[src/rtl/uart_serial_link.sv]
// uart_serial_link: full-duplex 8N1 UART with side-band parity wires.
//
// The transmitter and receiver are independent. Each bit lasts
// TICK_DIVISOR*OVERSAMPLE clocks. Parity never appears in the serial frame.
//
// Ports
//   i_clock        system clock, rising edge
//   i_reset        asynchronous reset, active low
//   i_rx_data      serial input, idle high
//   i_tx_signal    transmit request, acted on at its rising edge
//   i_tx_result    byte to send, captured at the request edge
//   i_parity       partner's parity for the byte being received (bit 0 used)
//   o_rx_done      one-cycle pulse when a valid byte lands in o_rx_data
//   o_rx_data      last valid received byte
//   o_parity       even parity of the byte being / last transmitted
//   o_tx_data      serial output, idle high
//   o_tx_done      one-cycle pulse at the end of the stop bit(s)
//   o_tx_available high while the transmitter is idle
module uart_serial_link #(
    parameter int DATA_WIDTH   = 8,
    parameter int STOP_WIDTH   = 1,
    parameter int PARITY_WIDTH = 1,
    parameter int TICK_DIVISOR = 16,
    parameter int OVERSAMPLE   = 16
) (
    input  logic                    i_clock,
    input  logic                    i_reset,
    input  logic                    i_rx_data,
    input  logic                    i_tx_signal,
    input  logic [DATA_WIDTH-1:0]   i_tx_result,
    input  logic [PARITY_WIDTH-1:0] i_parity,
    output logic                    o_rx_done,
    output logic [DATA_WIDTH-1:0]   o_rx_data,
    output logic [PARITY_WIDTH-1:0] o_parity,
    output logic                    o_tx_data,
    output logic                    o_tx_done,
    output logic                    o_tx_available
);

    localparam int BIT_CLKS = TICK_DIVISOR * OVERSAMPLE;
    localparam int CW = $clog2(BIT_CLKS);
    localparam int BW = $clog2(DATA_WIDTH + STOP_WIDTH + 1);
    localparam int DW = $clog2(TICK_DIVISOR);
    localparam int OW = $clog2(OVERSAMPLE);

    localparam logic [CW-1:0] BIT_LAST  = CW'(BIT_CLKS - 1);
    localparam logic [BW-1:0] DATA_LAST = BW'(DATA_WIDTH - 1);
    localparam logic [BW-1:0] STOP_LAST = BW'(STOP_WIDTH - 1);
    localparam logic [DW-1:0] DIV_LAST  = DW'(TICK_DIVISOR - 1);
    localparam logic [OW-1:0] MID_TICK  = OW'(OVERSAMPLE / 2 - 1);
    localparam logic [OW-1:0] BIT_TICK  = OW'(OVERSAMPLE - 1);

    typedef enum logic [1:0] {IDLE, START, DATA, STOP} state_t;

    // ---------------- transmitter ----------------
    state_t                    tx_state, tx_state_n;
    logic [CW-1:0]             tx_cnt, tx_cnt_n;
    logic [BW-1:0]             tx_idx, tx_idx_n;
    logic [DATA_WIDTH-1:0]     tx_shift, tx_shift_n;
    logic                      tx_sig_q, tx_req, tx_line_n, tx_done_n;
    logic [PARITY_WIDTH-1:0]   parity_n;

    assign tx_req         = i_tx_signal & ~tx_sig_q;
    assign o_tx_available = (tx_state == IDLE);

    always_ff @(posedge i_clock or negedge i_reset) begin
        if (!i_reset) begin
            tx_state  <= IDLE;
            tx_cnt    <= '0;
            tx_idx    <= '0;
            tx_shift  <= '0;
            tx_sig_q  <= 1'b0;
            o_tx_data <= 1'b1;
            o_tx_done <= 1'b0;
            o_parity  <= '0;
        end else begin
            tx_state  <= tx_state_n;
            tx_cnt    <= tx_cnt_n;
            tx_idx    <= tx_idx_n;
            tx_shift  <= tx_shift_n;
            tx_sig_q  <= i_tx_signal;
            o_tx_data <= tx_line_n;
            o_tx_done <= tx_done_n;
            o_parity  <= parity_n;
        end
    end

    // The bit counter restarts at the accepted request, so bit edges are
    // aligned to the request rather than to any free-running tick.
    always_comb begin
        tx_state_n = tx_state;
        tx_cnt_n   = tx_cnt;
        tx_idx_n   = tx_idx;
        tx_shift_n = tx_shift;
        tx_line_n  = o_tx_data;
        tx_done_n  = 1'b0;
        parity_n   = o_parity;
        case (tx_state)
            IDLE: begin
                tx_line_n = 1'b1;
                if (tx_req) begin
                    tx_shift_n  = i_tx_result;
                    parity_n    = '0;
                    parity_n[0] = ^i_tx_result;
                    tx_cnt_n    = '0;
                    tx_idx_n    = '0;
                    tx_line_n   = 1'b0;
                    tx_state_n  = START;
                end
            end
            START: begin
                if (tx_cnt == BIT_LAST) begin
                    tx_cnt_n   = '0;
                    tx_line_n  = tx_shift[0];
                    tx_state_n = DATA;
                end else begin
                    tx_cnt_n = tx_cnt + 1'b1;
                end
            end
            DATA: begin
                if (tx_cnt == BIT_LAST) begin
                    tx_cnt_n = '0;
                    if (tx_idx == DATA_LAST) begin
                        tx_idx_n   = '0;
                        tx_line_n  = 1'b1;
                        tx_state_n = STOP;
                    end else begin
                        tx_idx_n   = tx_idx + 1'b1;
                        tx_shift_n = tx_shift >> 1;
                        tx_line_n  = tx_shift_n[0];
                    end
                end else begin
                    tx_cnt_n = tx_cnt + 1'b1;
                end
            end
            STOP: begin
                if (tx_cnt == BIT_LAST) begin
                    tx_cnt_n = '0;
                    if (tx_idx == STOP_LAST) begin
                        tx_idx_n   = '0;
                        tx_done_n  = 1'b1;
                        tx_state_n = IDLE;
                    end else begin
                        tx_idx_n = tx_idx + 1'b1;
                    end
                end else begin
                    tx_cnt_n = tx_cnt + 1'b1;
                end
            end
            default: tx_state_n = IDLE;
        endcase
    end

    // ---------------- receiver ----------------
    state_t                rx_state, rx_state_n;
    logic                  rx_meta, rx_sync, tick;
    logic [DW-1:0]         rx_div;
    logic [OW-1:0]         rx_tcnt, rx_tcnt_n;
    logic [BW-1:0]         rx_idx, rx_idx_n;
    logic [DATA_WIDTH-1:0] rx_shift, rx_shift_n, rx_data_n;
    logic                  rx_stop_ok, rx_stop_ok_n, stop_ok_now, rx_done_n;

    assign tick = (rx_div == DIV_LAST);

    always_ff @(posedge i_clock or negedge i_reset) begin
        if (!i_reset) begin
            rx_meta    <= 1'b1;
            rx_sync    <= 1'b1;
            rx_div     <= '0;
            rx_state   <= IDLE;
            rx_tcnt    <= '0;
            rx_idx     <= '0;
            rx_shift   <= '0;
            rx_stop_ok <= 1'b1;
            o_rx_done  <= 1'b0;
            o_rx_data  <= '0;
        end else begin
            rx_meta    <= i_rx_data;
            rx_sync    <= rx_meta;
            rx_div     <= tick ? '0 : rx_div + 1'b1;
            rx_state   <= rx_state_n;
            rx_tcnt    <= rx_tcnt_n;
            rx_idx     <= rx_idx_n;
            rx_shift   <= rx_shift_n;
            rx_stop_ok <= rx_stop_ok_n;
            o_rx_done  <= rx_done_n;
            o_rx_data  <= rx_data_n;
        end
    end

    // Start is re-checked half a bit in (glitch reject); every later sample
    // is a whole bit further, landing near each bit's centre.
    always_comb begin
        rx_state_n   = rx_state;
        rx_tcnt_n    = rx_tcnt;
        rx_idx_n     = rx_idx;
        rx_shift_n   = rx_shift;
        rx_stop_ok_n = rx_stop_ok;
        rx_done_n    = 1'b0;
        rx_data_n    = o_rx_data;
        stop_ok_now  = rx_stop_ok & rx_sync;
        case (rx_state)
            IDLE: begin
                if (!rx_sync) begin
                    rx_tcnt_n  = '0;
                    rx_state_n = START;
                end
            end
            START: begin
                if (tick) begin
                    if (rx_tcnt == MID_TICK) begin
                        rx_tcnt_n  = '0;
                        rx_idx_n   = '0;
                        rx_state_n = rx_sync ? IDLE : DATA;
                    end else begin
                        rx_tcnt_n = rx_tcnt + 1'b1;
                    end
                end
            end
            DATA: begin
                if (tick) begin
                    if (rx_tcnt == BIT_TICK) begin
                        rx_tcnt_n  = '0;
                        rx_shift_n = {rx_sync, rx_shift[DATA_WIDTH-1:1]};
                        if (rx_idx == DATA_LAST) begin
                            rx_idx_n     = '0;
                            rx_stop_ok_n = 1'b1;
                            rx_state_n   = STOP;
                        end else begin
                            rx_idx_n = rx_idx + 1'b1;
                        end
                    end else begin
                        rx_tcnt_n = rx_tcnt + 1'b1;
                    end
                end
            end
            STOP: begin
                if (tick) begin
                    if (rx_tcnt == BIT_TICK) begin
                        rx_tcnt_n = '0;
                        if (rx_idx == STOP_LAST) begin
                            rx_idx_n   = '0;
                            rx_state_n = IDLE;
                            // Framing or parity failure drops the byte silently.
                            if (stop_ok_now && ((^rx_shift) == i_parity[0])) begin
                                rx_data_n = rx_shift;
                                rx_done_n = 1'b1;
                            end
                        end else begin
                            rx_idx_n     = rx_idx + 1'b1;
                            rx_stop_ok_n = stop_ok_now;
                        end
                    end else begin
                        rx_tcnt_n = rx_tcnt + 1'b1;
                    end
                end
            end
            default: rx_state_n = IDLE;
        endcase
    end

endmodule

[config.mk]
export PLATFORM = sky130hd
export DESIGN_NAME = uart_serial_link
export DESIGN_NICKNAME = d
export VERILOG_FILES = /design/src/rtl/uart_serial_link.sv
export SDC_FILE = /design/constraint.sdc
export NUM_CORES = 1
export LEC_CHECK = 0
export CORE_ASPECT_RATIO = 0.5
export CORE_UTILIZATION = 41
export CTS_BUF_LIST = sky130_fd_sc_hd__clkbuf_4
export DETAILED_ROUTE_END_ITERATION = 16
export GPL_TIMING_DRIVEN = 0
export PLACE_DENSITY = 0.58
export SLEW_MARGIN = 20
export SYNTH_ARGS = -nofsm -noshare
export SYNTH_HDL_FRONTEND = slang
export SYNTH_SLANG_ARGS = --single-unit
[constraint.sdc]
create_clock -name i_clock -period 2.5 [get_ports i_clock]
set_input_delay 0.375 -clock i_clock [delete_from_list [all_inputs] [get_ports i_clock]]
set_output_delay 0.375 -clock i_clock [all_outputs]
set_load 0.02 [all_outputs]
* After elaboration in Yosys (flattened, before gate mapping)
Index checks and enable logic that the tools add are counted.
W data, S select, Z words.
** Cells by class
- $add $sub $neg :: 5
- Reductions and logical operators :: 25
- Mux-type cells :: 67
- Equality and inequality tests :: 31
- Bitwise operators :: 3
** Operators by type and width (count)
- $mux W4 :: 19
- $mux W8 :: 5
- $pmux W4 S3 :: 3
- $mux W2 :: 16
- $ne A2 B2 Y1 const B :: 16
- $pmux W8 S2 :: 2
- $mux W1 :: 18
- $add A4 B1 Y4 const B :: 4
- $pmux W2 S4 :: 2
- $reduce_xor A8 Y1 :: 2
- $reduce_and A7 Y1 :: 2
- $eq A4 B3 Y1 const B :: 3
- $reduce_and A3 Y1 :: 3
- $reduce_and A9 Y1 :: 1
- $reduce_bool A3 Y1 :: 3
- $add A8 B1 Y8 const B :: 1
- $eq A2 B2 Y1 const B :: 4
- $eq A4 B4 Y1 const B :: 2
- $eq A8 B8 Y1 const B :: 1
- $logic_not A4 Y1 :: 2
- $reduce_and A4 Y1 :: 2
- $reduce_and A6 Y1 :: 1
- $reduce_and A5 Y1 :: 1
- $eq A2 B1 Y1 const B :: 2
- 12 further kinds :: 16
** Word-level totals
- Word-level logic and storage cells :: 149
- Output and inout bits :: 13
- Flip-flop bits (word level) :: 60

* Logic depth before layout (Yosys ltp)
Gate-level depths: netlist (run 1).
- Word-level depth :: 8
- Mapped depth :: 8

* Least setup slack after synthesis (run 1)
No wires, ideal clock.
- Kind :: register -> register
- Start :: register tx_state[0]
- End :: register tx_shift[0]
- Arrival time :: 1843 ps
- Slack :: 532 ps
- Cell stages (with the launch flop) :: 7
- Required time :: 2375 ps
- Path buffers :: 1
- Library setup time :: 125 ps
- Cells stage by stage :: dfrtp_1 > inv_1 > ha_1 > and2_1 > clkbuf_1 > a21oi_2 > mux2_2
** Between the ends
- Longest elaborated chain between the ends :: 3
** RTL lines
- start: declaration :: RTL line 56 : state_t tx_state, tx_state_n;
- start signal: assignment :: RTL line 77 : tx_state <= tx_state_n;
- $logic_not A2 Y1 *
- via o_tx_available :: RTL line 37 : output logic o_tx_available
- $ne A2 B1 Y1 (no line) or $reduce_bool A2 Y1 (tied branches)
- $reduce_and A4 Y1 (no line)
- end signal: assignment :: RTL line 80 : tx_shift <= tx_shift_n;
- end: declaration :: RTL line 59 : logic [DATA_WIDTH-1:0] tx_shift, tx_shift_n;
The timed path passes the listed nets; every way through them passes the cells marked *.
A chain may end at the register's enable or synchronous reset.

* Final worst setup path (run 1)
- Start :: register tx_state[0]
- End :: output o_tx_available
** Between the ends
- Longest elaborated chain between the ends :: 1
** RTL lines
- $logic_not A2 Y1 :: RTL line 64 : assign o_tx_available = (tx_state == IDLE);
- end: declaration :: RTL line 37
No other way between the ends.

==> flow_metrics.py, run 1 <==
metrics = {
    "sta": {
        "finalCriticalPeriod_ns": 2.35,
        "finalCritPeriodShare": 0.939,
        "drv_slew": 0,
        "worst_slew_pin_slew_ns": 0.527,
        "finalSetupTns_ns": 0,
        "finClkSkew_ns": 0.0104,
        "setup_viol": 0,
        "hold_violations": 0,
        "clock.fmax_mhz": 426,
        "relSlewSlack": 0.645,
        "rsz0062_at_grt": "false",
    },
    "cts": {
        "cts_buffers": 9,
        "cts.clk_slew.worst_paths_ns": 0.10,
        "clock_path_buffers": 2,
        "htree_levels": 3,
        "clk_latency_ns": 0.40,
        "cts_tree": "yes",
        "clkSinkCount": 60,
        "postCtsSetupBuffers": 0,
        "root_buffer": "clkbuf_4",
    },
    "placed_design": {
        "gp_congestion": 0.806,
        "place_area_sq_um": 3520,
        "numPortBuffers": 25,
        "dp_hpwl_microns": 3890,
    },
    "min_path": {
        "hp-start": "rx_meta",
        "hold_depth": 0,
        "holdPathEnd": "rx_sync",
        "hp-class": "flop to flop",
    },
    "critical_path": {
        "cp_slowest_stage_delay_ns": 0.66,
        "regToRegSetupSlack_ns": 0.23,
        "cp-end-kind": "output port",
        "rr_startpoint": "tx_state[0]",
        "arrival_ns": 1.97,
        "start_kind": "flop",
        "reg2regPathDepth": 6,
        "path_buf_inv": 2,
        "reg2reg_to": "tx_shift[4]",
        "path_class": "flop to output port",
        "cp.required_ns": 2.12,
        "critPathTopFamily": "buffers and inverters",
        "critPathMaxFanout": 7,
        "path_cells": "inv_1 > ha_1 > clkdlybuf4s50_1",
        "cp_slowest_cell": "clkdlybuf4s50_1",
    },
    "floorplanning": {
        "dieArea_sq_um": 8010,
        "initial_core_util": 0.426,
        "io-pin-count": 26,
        "die_w_microns": 126,
        "core.rowCount": 22,
        "die_h_microns": 63.8,
        "core_area_sq_um": 7350,
    },
    "detailed_routing": {
        "drt_iter0_markers": 104,
        "antenna_left": 0,
        "viasPerCell": 5.08,
        "wl_per_cell_microns": 12.8,
        "drc": 2,
        "vias": 2154,
        "drt-total-wl_microns": 5420,
        "drt_pre_antenna_iters": 10,
    },
    "global_route": {
        "antenna_found_initial": 0,
        "grt_pass1_wl_microns": 9830,
        "grt-ovfl-total": 0,
        "grt_max_degree": 43,
        "grt_pass1_vias": 2100,
        "track_usage": 0.158,
    },
    "logic_synthesis": {
        "ys_ff_latch": 60,
        "netlist_area_sq_um": 3130,
        "async_flop_share": 1.00,
        "synth_cells": 286,
        "synth-main-ff-cell": "dfrtp_1",
        "ys_seq_area_frac": 0.481,
        "syn_nets": 313,
        "ys.warnings.count": 0,
        "ys_types": 47,
        "synth-edff-count": 0,
        "avgSynthCellArea_sq_um": 10.9,
    },
    "power_and_ir_drop": {
        "p_leak_uw": 0.00161,
        "ir_drop_mv": 0.224,
        "total_power_uw": 1640,
        "power_density_nw_per_um2": 451,
    },
    "finish": {
        "antenna_cells": 0,
        "syn_to_final_growth_pct": 16.2,
        "fin_nets": 351,
        "fin_area_sq_um": 3640,
        "drive_above_1_share": 0.195,
        "nFillCells": 679,
    },
    "run": {
        "cap_viol_max_count": 0,
    },
    "run_status": {
        "outcome": "finished, violations left",
        "violations": "design-rule violations",
    },
}
==> power breakdown <==
group | total (uW) | internal [uW] | switching, uW | leakage, uW
Combinational | 86.0 | 46.7 | 39.3 | 0.000787
Sequential | 985 | 980 | 4.68 | 0.000759
Clock | 569 | 243 | 326 | 0.0000639
==> sequential cells by signal, summed over array words and instances (netlist names), 2 cells and up, named ones only <==
name / cells
o_rx_data: 8
rx_shift: 8
tx_cnt: 8
tx_shift: 8
rx_div: 4
rx_idx: 4
rx_tcnt: 4
tx_idx: 4
tx_state: 2
==> what timing repair did <==
| action | 4_1_cts | 5_1_grt |
|---|---|---|
| hold endpoints to repair | 17 | 0 |
| gates resized for setup | 0 | 0 |
| hold buffers | 1 | 0 |
==> cell usage in the layout, fill, tap and decap left out, types with 3 or more instances in the layout <==
master           count
a21o_1               3
a21oi_1             10
clkbuf_1             4
clkbuf_4            13
clkdlybuf4s50_1     24
dfrtp_1             56
dfstp_2              4
ha_1                14
inv_1               11
mux2_2              33
mux2i_1              3
nand2_1             24
nand2b_1             7
nand3_1              7
nand3b_1             6
nand4_1              3
nor2_1              19
nor3_1               7
o21ai_0             14
o22ai_1              3
or4_1                3
xnor2_1             16
xor2_1               4
==> synthesized netlist by cell type (3+ instances only) <==
library cell	count	area share
ha_1	14	0.056
xnor2_1	16	0.045
mux2_2	33	0.12
a21oi_1	10	0.016
mux2i_1	3	0.0096
o22ai_1	3	0.0060
dfrtp_1	56	0.45
nand2_1	24	0.029
nor3_1	7	0.011
a21o_1	3	0.0072
dfstp_2	4	0.034
or4_1	3	0.0072
nand3_1	7	0.011
clkbuf_1	4	0.0048
inv_1	11	0.013
o21ai_0	14	0.022
nand4_1	3	0.0060
nor2_1	19	0.023
nand2b_1	7	0.014
nand3b_1	6	0.014
xor2_1	4	0.011
==> how the worst max path moves through the flow <==
stage | from | end | cells past startpoint
final | tx_state[0] | o_tx_available | 3
after global routing | tx_state[0] | o_tx_available | 3
after CTS | tx_state[0] | o_tx_available | 3
after detailed placement | i_tx_signal | tx_shift[4] | 6
after global placement | i_reset | tx_shift[2] | 1
after floorplan | tx_state[0] | tx_shift[0] | 6
==> routing by layer <==
layer | GRT usage | part of all wire | vias up
li1 | - | - | 1088
met1 | 0.196 | 0.49 | 1036
met2 | 0.253 | 0.47 | 25
met3 | 0.0544 | 0.034 | 5
met4 | 0.0686 | 0.010 | 0
met5 | 0 | 0 | -
==> cells by family (layout without fill, tap and decap cells) <==
kind of cell             after synthesis  after routing  share of synthesized area
AND/OR/NAND/NOR                       93             93                      0.159
flip-flops                            60             60                      0.481
AO/OA/AOI/OAI                         44             44                     0.0855
multiplexers                          37             37                      0.135
XOR/XNOR                              21             21                     0.0611
buffers and inverters                 17             59                     0.0212
adder cells (fa/ha/maj)               14             14                     0.0560
==> through the flow <==
stage / cells / hold WS (ns) / worst slack, ns / util
floorplan: 286 / 0.0794 / 0.532 / -
global route: 424 / 0.339 / 0.00879 / 0.495
finish: 424 / 0.374 / 0.153 / 0.495
detailed placement: 408 / 0.267 / 0.0695 / 0.479
global placement: 407 / 0.357 / -0.881 / 0.476
CTS: 424 / 0.343 / 0.0985 / 0.495
==> cell type report <==
cell class                      instances  area, sq um  share of cell area
Buffer                                  6         25.0             0.00688
Clock buffer                           13         97.6              0.0268
Clock inverter                          2         12.5             0.00344
Inverter                               11         41.3              0.0113
Multi-Input combinational cell        209         1560               0.428
Sequential cell                        60         1510               0.414
Tap cell                               96          120              0.0330
Timing Repair Buffer                   27          278              0.0763
No activity file was read; power rests on OpenSTA's default activity.
==> run 2: changes to the inputs <==
--- a/config.mk
+++ b/config.mk
@@ -10,7 +10,8 @@
 export CTS_BUF_LIST = sky130_fd_sc_hd__clkbuf_4
 export DETAILED_ROUTE_END_ITERATION = 16
 export GPL_TIMING_DRIVEN = 0
-export PLACE_DENSITY = 0.58
+export HOLD_SLACK_MARGIN = 0.12
+export PLACE_DENSITY = 0.59
 export SLEW_MARGIN = 20
 export SYNTH_ARGS = -nofsm -noshare
 export SYNTH_HDL_FRONTEND = slang
==> run 2 against run 1 <==
  * The flow still finishes with violations (design-rule violations)
  * Final area rose by 0.28%
  * Sequential power about the same
  * Critical path depth unchanged
  * Non-clock buffer count is the same
  * First-iteration DRC count increased by 22%
  * Combinational power increased by 2%
  * Sequential share of layout area fell by 0.11 points
  * Fmax shrank 0.37%
==> flow_metrics.py, run 2 (synthesis gave the netlist of run 1 again) <==
metrics = {
    "run_status": {
        "outcome": "finished, violations left",
        "violations": "design-rule violations",
    },
    "finish": {
        "final_common_cell": "dfrtp_1",
        "drive_above_1_share": 0.198,
        "fin_nets": 351,
        "fin_area_sq_um": 3650,
        "mostFrequentLayoutCells": "dfrtp_1 (56), mux2_2 (33), nand2_1 (24), clkdlybuf4s50_1 (24), nor2_1 (19)",
        "antenna_cells": 0,
        "syn_to_final_growth_pct": 16.5,
    },
    "global_route": {
        "grt_pass1_vias": 2146,
        "track_usage": 0.158,
        "grt_pass1_wl_microns": 9830,
        "grt-ovfl-total": 0,
        "grt_max_degree": 47,
        "antenna_found_initial": 0,
    },
    "floorplanning": {
        "dieArea_sq_um": 8010,
        "die_h_microns": 63.8,
        "core_area_sq_um": 7350,
        "die_w_microns": 126,
        "core.rowCount": 22,
        "initial_core_util": 0.426,
        "io-pin-count": 26,
    },
    "sta": {
        "hold_violations": 0,
        "drv_slew": 0,
        "rsz0062_at_grt": "false",
        "finalCritPeriodShare": 0.942,
        "finalSetupTns_ns": 0,
        "setup_viol": 0,
        "finClkSkew_ns": 0.0182,
        "clock.fmax_mhz": 424,
        "finalCriticalPeriod_ns": 2.36,
        "timing.hold.ws_ns": 0.356,
        "relSlewSlack": 0.649,
        "worst_slew_pin_slew_ns": 0.521,
    },
    "cts": {
        "clkSinkCount": 60,
        "clk_latency_ns": 0.41,
        "holdBufCountCts": 1,
        "cts_tree": "yes",
        "clock_path_buffers": 2,
        "htree_levels": 3,
        "ctsResizeCount": 0,
        "postCtsSetupBuffers": 0,
        "root_buffer": "clkbuf_4",
        "cts.clk_slew.worst_paths_ns": 0.11,
        "cts_buffers": 9,
    },
    "power_and_ir_drop": {
        "p_int_uw": 1250,
        "p_leak_uw": 0.00161,
        "power_density_nw_per_um2": 452,
        "p_clk_frac": 0.349,
        "ir_drop_mv": 0.222,
        "comb_power_share": 0.053,
        "total_power_uw": 1650,
        "p_seq_frac": 0.598,
        "switching_share": 0.242,
        "power_switching_uw": 399,
    },
    "min_path": {
        "hp-class": "input pin to asynchronous set/reset pin",
    },
    "detailed_routing": {
        "drc": 2,
        "wl_per_cell_microns": 13.1,
        "viasPerCell": 5.15,
        "vias": 2190,
        "drt-total-wl_microns": 5560,
        "drt_iter0_markers": 127,
        "drt_pre_antenna_iters": 10,
        "antenna_left": 0,
    },
    "critical_path": {
        "cp-end-kind": "output port",
        "startpoint": "tx_state[0]",
        "rr_startpoint": "tx_state[0]",
        "path_class": "flop to output port",
        "critPathMaxFanout": 7,
        "cp.required_ns": 2.12,
        "start_kind": "flop",
        "reg2regPathDepth": 6,
        "reg2reg_to": "tx_shift[1]",
        "regToRegSetupSlack_ns": 0.20,
        "arrival_ns": 1.98,
    },
    "placed_design": {
        "numPortBuffers": 25,
        "gp_congestion": 0.819,
        "place_area_sq_um": 3530,
        "dp_hpwl_microns": 3970,
    },
    "run": {
        "cap_viol_max_count": 0,
    },
}
==> run 2: area by class of cell <==
type	count	area (sq um)
Tap cell	96	120
Timing Repair Buffer	27	285
Inverter	11	41.3
Clock inverter	5	30.0
Sequential cell	60	1510
Clock buffer	11	82.6
Fill cell	678	3700
Multi-Input combinational cell	209	1560
Buffer	6	25.0
==> run 2: worst max-delay path, stage by stage (launching register included) <==
cell             delay (ns)
dfrtp_1                0.44
inv_1                  0.15
ha_1                   0.32
clkdlybuf4s50_1        0.66
==> run 2: stage by stage <==
stage	instances	utilization	setup slack, ns
final	425	0.496	0.144
after detailed placement	408	0.480	0.0518
after global routing	425	0.496	0.0114
after floorplan	286	-	0.532
after CTS	425	0.496	0.103
after global placement	407	0.476	-0.867
==> run 2: power by group through the flow <==
stage                     sequential, uW  combinational, uW  clock [uW]
after floorplan                     1000               37.9           0
after global placement              1000               82.7           0
after detailed placement            1000               89.6           0
after CTS                            986               90.8         606
after global routing                 987               97.8         653
final                                986               87.8         575
==> run 2: worst max path at each step <==
stage / slack [ns] / cells after the start / to
detailed placement: 0.05 / 6 / tx_shift[1]
CTS: 0.10 / 3 / o_tx_available
global route: 0.01 / 3 / o_tx_available
finish: 0.14 / 3 / o_tx_available
global placement: -0.87 / 1 / tx_shift[2]
floorplan: 0.53 / 6 / tx_shift[0]
==> run 2: per-layer routing <==
metal,part of all wire,global-route usage,up-vias
met5,0,0,-
met4,0.015,0.0625,0
met3,0.037,0.0645,8
met2,0.47,0.254,32
met1,0.47,0.191,1061
li1,-,-,1089
